$ cat src/rtl/fifo_burst_reader.sv
// Burst reader for the 8-deep byte FIFO: pops burst_len bytes and replays them on a
// valid/ready stream through a 2-entry skid buffer, flagging the final byte with m_last.
module fifo_burst_reader #(
  parameter int DATA_W = 8,
  parameter int LEN_W  = 8
) (
  input  logic              clk,
  input  logic              rst,
  input  logic              start,
  input  logic [LEN_W-1:0]  burst_len,
  input  logic              fifo_empty,
  input  logic [DATA_W-1:0] fifo_data,
  output logic              fifo_rd_en,
  output logic [DATA_W-1:0] m_data,
  output logic              m_valid,
  input  logic              m_ready,
  output logic              m_last,
  output logic              busy,
  output logic              done
);

  // Output stream: a byte moves on every rising edge with m_valid=1 and m_ready=1;
  // m_data/m_valid never change while m_valid=1 and m_ready=0.
  typedef enum logic {IDLE, RUN} state_t;

  state_t            state;
  logic [LEN_W-1:0]  issue_left;
  logic [LEN_W-1:0]  out_left;
  logic [DATA_W-1:0] buf0;
  logic [DATA_W-1:0] buf1;
  logic [1:0]        count;
  logic              inflight;

  logic              pop;
  logic [2:0]        occ_next;
  logic [1:0]        count_next;
  logic [DATA_W-1:0] buf0_next;
  logic [DATA_W-1:0] buf1_next;

  assign m_valid = (count != 2'd0);
  assign pop     = m_valid && m_ready;
  assign m_data  = buf0;
  assign m_last  = m_valid && (out_left == LEN_W'(1));
  assign busy    = (state == RUN);

  // Occupancy after this edge's pop, counting the byte still on its way from the FIFO.
  assign occ_next   = {1'b0, count} + {2'b00, inflight} - {2'b00, pop};
  assign fifo_rd_en = (state == RUN) && !fifo_empty && (issue_left != '0) && (occ_next < 3'd2);

  always_comb begin
    count_next = count + {1'b0, inflight} - {1'b0, pop};
    buf0_next  = pop ? buf1 : buf0;
    buf1_next  = buf1;
    if (inflight) begin
      // Tail slot is the first free one after the head has shifted out.
      if ((count - {1'b0, pop}) == 2'd0) buf0_next = fifo_data;
      else                               buf1_next = fifo_data;
    end
  end

  always_ff @(posedge clk or posedge rst) begin
    if (rst) begin
      state      <= IDLE;
      issue_left <= '0;
      out_left   <= '0;
      buf0       <= '0;
      buf1       <= '0;
      count      <= 2'd0;
      inflight   <= 1'b0;
      done       <= 1'b0;
    end else begin
      done     <= 1'b0;
      inflight <= fifo_rd_en;
      count    <= count_next;
      buf0     <= buf0_next;
      buf1     <= buf1_next;
      if (fifo_rd_en) issue_left <= issue_left - LEN_W'(1);
      if (pop && (out_left != '0)) out_left <= out_left - LEN_W'(1);
      case (state)
        IDLE: begin
          if (start) begin
            issue_left <= burst_len;
            out_left   <= burst_len;
            if (burst_len == '0) done  <= 1'b1;
            else                 state <= RUN;
          end
        end
        RUN: begin
          if (pop && (out_left == LEN_W'(1))) begin
            state <= IDLE;
            done  <= 1'b1;
          end
        end
        default: state <= IDLE;
      endcase
    end
  end

endmodule

$ cat config.mk
export PLATFORM = sky130hd
export DESIGN_NAME = fifo_burst_reader
export DESIGN_NICKNAME = d
export VERILOG_FILES = /design/src/rtl/fifo_burst_reader.sv
export SDC_FILE = /design/constraint.sdc
export NUM_CORES = 1
export LEC_CHECK = 0
export ABC_AREA = 0
export CORE_MARGIN = 8
export CORE_UTILIZATION = 52
export DETAILED_ROUTE_END_ITERATION = 8
export PLACE_DENSITY = 0.8
export SETUP_SLACK_MARGIN = 0.2
export SYNTH_ARGS = -nofsm -noshare
export SYNTH_HDL_FRONTEND = slang
export SYNTH_SLANG_ARGS = --single-unit
$ cat constraint.sdc
create_clock -name clk -period 3.8 [get_ports clk]
set_input_delay 0.38 -clock clk [delete_from_list [all_inputs] [get_ports clk]]
set_output_delay 0.38 -clock clk [all_outputs]
set_load 0.01 [all_outputs]
==> reports/summary.txt <==
Synth warnings = 0
CP max FO = 6
syn_nets = 208
max_cap viols = 0
remaining antenna violation count = 0
die area = 5920 um^2
#FFs+latches synth = 37
TNS Setup = 0 ns
Worst Skew = 0.00463 ns
DR iter-0 viols = 107
most common cell in the synthesized netlist = dfrtp_1
Post-synth EDFFs = 0
unrepaired setup endpoints after global routing = false
top cells by area, synth = dfrtp_1 48%, mux2i_1 5.2%, mux2_2 4.7%
CTS tree = yes
top cell type's share of synthesized area = 47.9%
P_leak = 1.04 nW
fin. max-slew vios = 0
Synth top cells by count = 37 x dfrtp_1, 12 x a21oi_1, 12 x nand2_1, 11 x o21ai_0, 10 x mux2i_1
WS Path Type = input pin to flop
TritonRoute pass-1 iters = 4
Antenna diodes = 0
distinct cell type count after synthesis = 40
clock insertion delay at the later pin of the skew report = 0.29 ns
Sequential cell area = 926 um^2
WP data required = 3.99 ns
num rows = 22
clock sinks = 37
Worst Setup End Kind = flop
largest net degree at the start of global routing = 38
Async SR Flop Fraction = 100%
sequential-to-total area share from yosys stat = 47.9%
Post-Synthesis Cells = 180
Vias/cell = 5.75
first-pass GRT wire length = 7.44 mm
total grt overflow = 0
clock root cell = clkbuf_8
initial antenna violation count = 0
routed vias = 1558
worst hold slack = 0.497 ns
Synth area leader = dfrtp_1
worst-margin pin slew = 0.775 ns
DIE WIDTH = 77.0 um
status = finished, final reports clean
final wirelength = 4.66 mm
pwr dens = 784 nW/um^2
gpl congestion = 0.813
gr usage total = 15.4%
Worst VDD drop = 425 uV
synthesized area = 1930 um^2
clock buffer depth = 2
slew margin rel. = 48.4%
Area growth syn-to-layout = 28.0%
CTS H-Tree Depth = 2
cts bufs inserted = 5
prevailing post-synth register cell = dfrtp_1
post-synthesis area per instance = 10.7 um^2
Worst-path clk slew = 0.07 ns
Min-Delay Path Class = input pin to async pin
Starting Density = 53.6%
layout cell share with drive strength beyond 1 = 15.7%
Avg WL per Cell = 17.2 um
min Tclk post-route = 3.20 ns
max frequency = 0.313 GHz
vias in the first global route = 1606
Final Cycle Share = 84.1%
number of remaining DRC errors = 0
chip height = 77.0 um
Port Buffer Count = 33
WP data arrival = 3.39 ns
number of hold buffers added after cts = 0
# IOs = 34
hpwl dp = 3.32 mm
multi-input logic area = 955 um^2
layout net count = 250
CP Launch Type = input pin
CORE AREA = 3610 um^2
fill count = 276
Final Hold Viols = 0
Final Setup Violations = 0
[report_power, final]
part | internal (W) | switching [W]
sequential | 0.000584 | 0.000168
combinational | 0.000432 | 0.000401
clock | 0.000214 | 0.000139
[critical path: stages]
cell             delay [ns]
clkdlybuf4s50_1        0.51
o21ai_1                0.12
or2_2                  0.32
nand2_1                0.07
ha_1                   0.17
fa_2                   0.48
nor3b_4                0.31
buf_4                  0.17
nand4_2                0.14
or4_1                  0.47
a31oi_1                0.25
[through the flow]
step	power [W]	area [um^2]	setup slack (ns)	util, %	cells
5_1_grt	0.00206	2470	0.463	68.6	271
6_report	0.00194	2470	0.603	68.6	271
4_1_cts	0.00190	2440	0.207	67.6	267
3_5_place_dp	0.00153	2320	0.257	64.4	259
3_3_place_gp	0.00147	2320	0.375	64.4	259
2_1_floorplan	0.00124	1930	0.736	-	180
[placed cells by master (no fill, tap or decap), drive strengths merged, types with 3 or more instances in the layout]
| master | Yosys | routed |
|---|---|---|
| a31oi | 5 | 5 |
| nor4 | 5 | 5 |
| nand2 | 12 | 12 |
| o21ai | 13 | 13 |
| nor2 | 9 | 9 |
| a21oi | 12 | 12 |
| clkdlybuf4s50 | 0 | 32 |
| mux2 | 8 | 8 |
| nand3 | 3 | 3 |
| xnor2 | 6 | 6 |
| or2 | 4 | 4 |
| dfrtp | 37 | 37 |
| o31ai | 3 | 3 |
| or4 | 4 | 4 |
| clkbuf | 3 | 7 |
| ha | 6 | 6 |
| mux2i | 10 | 10 |
| o211ai | 3 | 3 |
| buf | 2 | 7 |
| inv | 8 | 8 |
| or3 | 6 | 6 |
| nor3 | 4 | 4 |
[final cells by class]
cell class | count | area share [%]
multi-input combinational | 130 | 38.6
sequential | 37 | 37.4
timing repair buffer | 40 | 15.6
clock buffer | 7 | 3.49
tap | 48 | 2.43
clock inverter | 1 | 1.21
inverter | 8 | 1.21
[cells by family (layout without fill, tap and decap cells)]
family                   after synthesis  in the layout  share of synthesized area [%]
adder cells (fa/ha/maj)                7              7                           4.92
multiplexers                          18             18                           9.84
buffers and inverters                 13             56                           2.78
AND/OR/NAND/NOR                       57             57                           17.7
XOR/XNOR                               8              8                           4.02
flip-flops                            37             37                           47.9
AO/OA/AOI/OAI                         40             40                           12.8
[per-layer routing]
| layer | global-route usage [%] | part of all wire (%) | wire length [um] |
|---|---|---|---|
| met4 | 6.35 | 1.6 | 73 |
| met3 | 4.08 | 4.2 | 197 |
| met2 | 28.4 | 55 | 2560 |
| met1 | 15.9 | 39 | 1830 |
| met5 | 0 | 0 | 0 |
[final timing paths]
kind / slack [ns] / cells after the start / endpoint / from
worst min register to register: 0.51 / 1 / buf1[6] / buf1[6]
worst max register to register: 0.70 / 10 / issue_left[6] / count[1]
worst max-delay path: 0.60 / 11 / issue_left[6] / m_ready
max in group asynchronous: 2.98 / 3 / issue_left[7] / rst
worst min-delay path: 0.50 / 3 / issue_left[3] / rst
min in group clk: 0.51 / 1 / buf1[6] / buf1[6]
[state kept, by name, summed over array words and instances, names as in the netlist]
name	cells
buf1	8
busy	1
count	2
done	1
inflight	1
issue_left	8
m_data	8
out_left	8
[what timing repair did]
| item | 4_1_cts | 5_1_grt |
|---|---|---|
| resized for setup | 0 | 2 |
| buffers inserted | 0 | 4 |
| setup endpoints to repair | 0 | 1 |
No activity file was read; power rests on OpenSTA's default activity.
